<file path="config.mk">
export PLATFORM = sky130hd
export DESIGN_NAME = spi_slave
export DESIGN_NICKNAME = d
export VERILOG_FILES = /design/src/rtl/spi_slave.sv
export SDC_FILE = /design/constraint.sdc
export NUM_CORES = 1
export LEC_CHECK = 0
export CAP_MARGIN = 20
export CELL_PAD_IN_SITES_DETAIL_PLACEMENT = 0
export CELL_PAD_IN_SITES_GLOBAL_PLACEMENT = 1
export CORE_AREA = 2 2 217 219
export CTS_CLUSTER_DIAMETER = 60
export DETAILED_ROUTE_END_ITERATION = 10
export DIE_AREA = 0 0 219 221
export PLACE_DENSITY = 0.59
export SETUP_SLACK_MARGIN = 0.15
export SYNTH_ARGS = -nofsm -noshare
export SYNTH_HDL_FRONTEND = slang
export SYNTH_SLANG_ARGS = --single-unit
</file>
<file path="constraint.sdc">
create_clock -name clk -period 2.3 [get_ports clk]
set_input_delay 0.46 -clock clk [delete_from_list [all_inputs] [get_ports clk]]
set_output_delay 0.46 -clock clk [all_outputs]
set_load 0.02 [all_outputs]
</file>
<file path="src/rtl/spi_slave.sv">
// spi_slave: SPI mode-0 slave with TX/RX FIFOs, input synchronizers and sticky error flags.
module spi_slave #(
  parameter int WIDTH = 8,
  parameter int DEPTH = 16
) (
  input  logic             clk,
  input  logic             rst_n,
  input  logic             CS_n,
  input  logic             SCK,
  input  logic             MOSI,
  output logic             MISO,
  input  logic [WIDTH-1:0] TXdata,
  input  logic             writeEn,
  output logic             TXFIFOempty,
  output logic             TXFIFOfull,
  output logic [WIDTH-1:0] RXdata,
  input  logic             readEn,
  output logic             RXFIFOempty,
  output logic             RXFIFOfull,
  output logic             wordDone,
  output logic             doneTransaction,
  output logic             overrun,
  output logic             underrun,
  input  logic             clearErr
);
  localparam int AW = $clog2(DEPTH);
  localparam int CW = $clog2(WIDTH);
  typedef enum logic {IDLE, ACTIVE} state_t;
  state_t state, nextState;
  logic [1:0] csSync, sckSync, mosiSync;
  logic csPrev, sckPrev, csFall, csRise, sckRise, sckFall, active;
  logic [WIDTH-1:0] txShift, rxShift;
  logic [CW-1:0] bitCnt;
  logic reloadPend, wrapRise;
  logic [WIDTH-1:0] txMem [DEPTH];
  logic [WIDTH-1:0] rxMem [DEPTH];
  logic [AW:0] txWp, txRp, rxWp, rxRp;
  logic txLoad, txPop, txPush, rxPop, rxPush;
  // CS_n synchronizer resets low so a select held across reset is not seen as a fresh falling edge
  always_ff @(posedge clk or negedge rst_n)
    if (!rst_n) begin
      csSync <= '0;
      sckSync <= '0;
      mosiSync <= '0;
      csPrev <= 1'b0;
      sckPrev <= 1'b0;
    end else begin
      csSync <= {csSync[0], CS_n};
      sckSync <= {sckSync[0], SCK};
      mosiSync <= {mosiSync[0], MOSI};
      csPrev <= csSync[1];
      sckPrev <= sckSync[1];
    end
  assign csFall = csPrev & ~csSync[1];
  assign csRise = ~csPrev & csSync[1];
  assign sckRise = ~sckPrev & sckSync[1];
  assign sckFall = sckPrev & ~sckSync[1];
  always_ff @(posedge clk or negedge rst_n)
    if (!rst_n) state <= IDLE;
    else state <= nextState;
  always_comb
    nextState = state == IDLE ? (csFall ? ACTIVE : IDLE) : (csRise ? IDLE : ACTIVE);
  always_comb begin
    active = state == ACTIVE;
    MISO = active & txShift[WIDTH-1];
  end
  assign TXFIFOempty = txWp == txRp;
  assign TXFIFOfull = txWp == {~txRp[AW], txRp[AW-1:0]};
  assign RXFIFOempty = rxWp == rxRp;
  assign RXFIFOfull = rxWp == {~rxRp[AW], rxRp[AW-1:0]};
  assign wrapRise = active & sckRise & ~csRise & (bitCnt == CW'(WIDTH - 1));
  assign txLoad = (state == IDLE & csFall) | (active & sckFall & reloadPend);
  assign txPop = txLoad & ~TXFIFOempty;
  assign txPush = writeEn & (~TXFIFOfull | txPop);
  assign rxPop = readEn & ~RXFIFOempty;
  assign rxPush = wordDone & (~RXFIFOfull | rxPop);
  always_ff @(posedge clk) begin
    if (txPush) txMem[txWp[AW-1:0]] <= TXdata;
    if (rxPush) rxMem[rxWp[AW-1:0]] <= rxShift;
  end
  always_ff @(posedge clk or negedge rst_n)
    if (!rst_n) begin
      txWp <= '0;
      txRp <= '0;
      rxWp <= '0;
      rxRp <= '0;
      RXdata <= '0;
    end else begin
      if (txPush) txWp <= txWp + 1'b1;
      if (txPop) txRp <= txRp + 1'b1;
      if (rxPush) rxWp <= rxWp + 1'b1;
      if (rxPop) rxRp <= rxRp + 1'b1;
      if (rxPop) RXdata <= rxMem[rxRp[AW-1:0]];
    end
  // reloadPend marks that the next SCK fall starts a new TX word instead of shifting
  always_ff @(posedge clk or negedge rst_n)
    if (!rst_n) begin
      txShift <= '0;
      rxShift <= '0;
      bitCnt <= '0;
      reloadPend <= 1'b0;
      wordDone <= 1'b0;
      doneTransaction <= 1'b0;
      overrun <= 1'b0;
      underrun <= 1'b0;
    end else begin
      if (txLoad) txShift <= TXFIFOempty ? '0 : txMem[txRp[AW-1:0]];
      else if (active & sckFall) txShift <= {txShift[WIDTH-2:0], 1'b0};
      if (active & sckRise) rxShift <= {rxShift[WIDTH-2:0], mosiSync[1]};
      if (active & csRise) bitCnt <= '0;
      else if (active & sckRise) bitCnt <= wrapRise ? '0 : bitCnt + 1'b1;
      reloadPend <= active & ~csRise & (wrapRise | (reloadPend & ~sckFall));
      wordDone <= wrapRise;
      doneTransaction <= active & csRise;
      overrun <= (wordDone & ~rxPush) | (overrun & ~clearErr);
      underrun <= (txLoad & TXFIFOempty) | (underrun & ~clearErr);
    end
endmodule

</file>
==> reports/summary.txt, run 1 <==
Hold WC Path Type: input port to flip-flop
RR Endpoint: txMem[8][6]$_DFFE_PP_
Max-Cap Viols: 0
DRT iter0 DRCs: 415
mean post-synth cell area: 18.0 sq um
FF+latch count, synth: 317
cts bufs inserted: 31
chip width: 219 microns
Syn Nets: 740
GRT Max-Usage Layer: met2
initial antenna violation count: 0
initial core utilization: 27.8%
final hold vios: 0
hold path cells: 1
Clock transition at path regs: 0.06 ns
Worst path max stage delay: 0.41 ns
met2 GRT Util: 19.0%
clk sinks: 317
DRT antenna net count: 0
total gr overflow: 0
CP startpoint kind: flip-flop
critical path fanouts, max: 3
GR Layer Usage met3: 1.83%
Max Clock Freq: 0.446 GHz
Die Ht: 221 microns
H-tree lvl count: 1
CP delay by family, top: flip-flops
unrepaired setup endpoints after global routing: yes
min-delay src: MOSI
Final Instance Count excl. Fillers: 1,466
Critical path buffers and inverters: 2
skew final: 0.0158 ns
core area: 46,100 sq um
later-pin clock latency in the skew report: 0.56 ns
Distinct cells, synth: 52
Detailed Routing Iterations Pass 1: 5
Slew @ Worst Pin: 0.772 ns
cells after synthesis: 712
Synth Area in Adders: 1.17%
Req. time, crit path: 1.84 ns
worst reg2reg path depth: 8
# diodes: 0
arrival time at the worst endpoint: 1.78 ns
most used cell, CP: buf_6
Die Area: 48,400 sq um
simple-gate share of the synthesized area: 4.90%
leakage dissipation: 0.00568 uW
Synth Area in XOR/XNOR: 1.97%
mux contribution to synthesized area: 12.9%
crit-path cells: xnor2_2, nand4_4, nor2_4, buf_6, buf_6
Syn-to-layout area delta: 24.2%
Crit-path slowest cell: dfrtp_1
DRC Markers: 0
PwrDens: 1170 nW/um^2
CP Capture Type: output port
DP HPWL: 18,200 microns
yosys warns: 0
worst r2r src: txWp[2]$_DFFE_PN0P_
main combinational cell family by area after synthesis: multiplexers
Synth Area in Compound Gates: 4.84%
mapped cell area: 12,800 sq um
Routed WL per cell: 19.4 microns
slew margin rel.: 48.6%
# IOs: 33
max-slew violations: 0
port bufs: 32
Placer Congestion: 0.757
FP Rows: 79
Via Count: 6,635
period utilization: 97.5%
vias in the first global route: 6,907
Root Buffer: clkbuf_16
final hold slack: 0.338 ns
sequential fraction of the synthesis area: 71.9%
Vias per Instance: 4.53
Placed Instances: 1,389
setup slack, reg-to-reg: 0.09 ns
share of cells above drive strength 1: 31.4%
routed wire length: 28,400 microns
clk buf depth: 3
M1 GR Usage: 16.5%
Net count, final: 864
All-Layer GR Usage: 11.6%
Setup Viol. Count Final: 0
largest net degree at the start of global routing: 30
Hold Path End: mosiSync[0]$_DFF_PN0_
fin util: 34.5%
minimum clock period: 2.24 ns
status: finished clean
first-pass GRT wire length: 42,800 microns
Setup CP Type: flip-flop to output port
worst ir drop on vdd: 0.703 mV
CTS tree: done
## cells in the mapped netlist, drive strengths merged
library cell | instances | area (sq um)
mux2i | 28 | 280
inv | 16 | 60.1
and2 | 4 | 26.3
dfrtp | 61 | 1530
xor2 | 4 | 35.0
nand4 | 2 | 25.0
o22ai | 17 | 106
mux2 | 20 | 229
ha | 12 | 150
and3 | 27 | 169
nand3 | 2 | 10.0
a32o | 1 | 10.0
a21oi | 5 | 25.0
o211ai | 5 | 37.5
o21ai | 13 | 80.1
nor2 | 23 | 86.3
o2111ai | 3 | 26.3
a31oi | 1 | 6.26
a211oi | 9 | 67.6
o311ai | 2 | 25.0
or2 | 5 | 31.3
xnor2 | 24 | 218
a22oi | 7 | 52.6
mux4 | 51 | 1150
edfxtp | 256 | 7690
and4 | 1 | 8.76
buf | 24 | 173
a22o | 1 | 10.0
a2bb2oi | 1 | 8.76
and3b | 1 | 10.0
o21a | 1 | 7.51
a221oi | 16 | 140
o31a | 1 | 17.5
clkbuf | 15 | 56.3
and4b | 1 | 13.8
nand2b | 4 | 25.0
nor3b | 2 | 15.0
nor3 | 4 | 20.0
nor2b | 12 | 75.1
nand2 | 30 | 113
## final cells by class
class	count	area, sq um
sequential	317	9220
fill	4463	30100
multi-input combinational	341	3590
clock inverter	19	205
tap	607	759
clock buffer	37	808
timing repair buffer	129	1270
inverter	16	60.1
## power by group
part | internal, uW | switching, uW
Combinational | 2880 | 3120
Clock | 2950 | 2130
Sequential | 6980 | 530
Total | 12800 | 5780
## metal layers
layer / up-vias / part of all wire (%) / wire, microns
li1: 3059 / - / -
met1: 3406 / 46 / 13200
met2: 130 / 48 / 13600
met3: 40 / 4.0 / 1140
met4: 0 / 1.8 / 522
met5: - / 0 / 0
## logic make-up after synthesis
family / after synthesis
adder cells (fa/ha/maj): 12
flip-flops: 317
XOR/XNOR: 28
AND/OR/NAND/NOR: 118
multiplexers: 99
AO/OA/AOI/OAI: 83
buffers and inverters: 55
## metrics by stage
step / instance area (sq um) / setup WS (ns) / setup TNS (ns) / total power (uW)
3_5_place_dp: 14400 / -0.0774 / -0.551 / 13000
5_1_grt: 15900 / -0.0297 / -0.0588 / 19500
4_1_cts: 15600 / 0.0374 / 0 / 18300
3_3_place_gp: 14400 / -0.0689 / -0.350 / 12900
2_1_floorplan: 12800 / 0.208 / 0 / 11000
6_report: 15900 / 0.0566 / 0 / 18600
## cells in the final DEF (no fill, tap or decap), drive strengths merged, types with 7 or more instances in the layout
cell           count
o21ai             13
ha                12
and3              27
edfxtp           256
nor2b             12
mux2              20
mux4              51
clkdlybuf4s50     24
a211oi             9
inv               16
nand2             30
clkbuf            38
dfrtp             61
a221oi            16
nor2              23
buf              100
o22ai             17
mux2i             28
xnor2             24
a22oi              7
clkinv            13
## sequential cells by signal (all words and copies together) (netlist names), 2 cells and up
| register | cells |
|---|---|
| bitCnt | 3 |
| csSync | 2 |
| mosiSync | 2 |
| rxShift | 8 |
| rxWp | 5 |
| sckSync | 2 |
| rxRp | 5 |
| txRp | 5 |
| txWp | 5 |
| RXdata | 8 |
| rxMem | 128 |
| txShift | 8 |
| txMem | 128 |
## timing repair
item	CTS	global route
pin swaps	6	10
hold buffers	1	0
endpoints found under the setup margin	20	152
setup buffers	8	10
resized for setup	54	37
cloned	0	2
hold endpoints to repair	26	0
## worst max path at each step
stage                              from                    end  depth (start not counted)
floorplan           rxRp[0]$_DFFE_PN0P_  rxMem[3][0]$_DFFE_PP_                          5
global placement    txRp[3]$_DFFE_PN0P_             TXFIFOfull                          5
detailed placement  txRp[0]$_DFFE_PN0P_             TXFIFOfull                          5
CTS                 txWp[3]$_DFFE_PN0P_            TXFIFOempty                          5
global route        txRp[3]$_DFFE_PN0P_             TXFIFOfull                          5
finish              txWp[2]$_DFFE_PN0P_            TXFIFOempty                          5
Note: power is estimated with default switching activity, not from simulation.
==> run 2: changes to the inputs <==
--- a/config.mk
+++ b/config.mk
@@ -14,6 +14,7 @@
 export DIE_AREA = 0 0 219 221
 export PLACE_DENSITY = 0.59
 export SETUP_SLACK_MARGIN = 0.15
+export SLEW_MARGIN = 25
 export SYNTH_ARGS = -nofsm -noshare
 export SYNTH_HDL_FRONTEND = slang
 export SYNTH_SLANG_ARGS = --single-unit
==> results of run 2 <==
The final DEF is identical to that of run 1; final timing and power are the same.
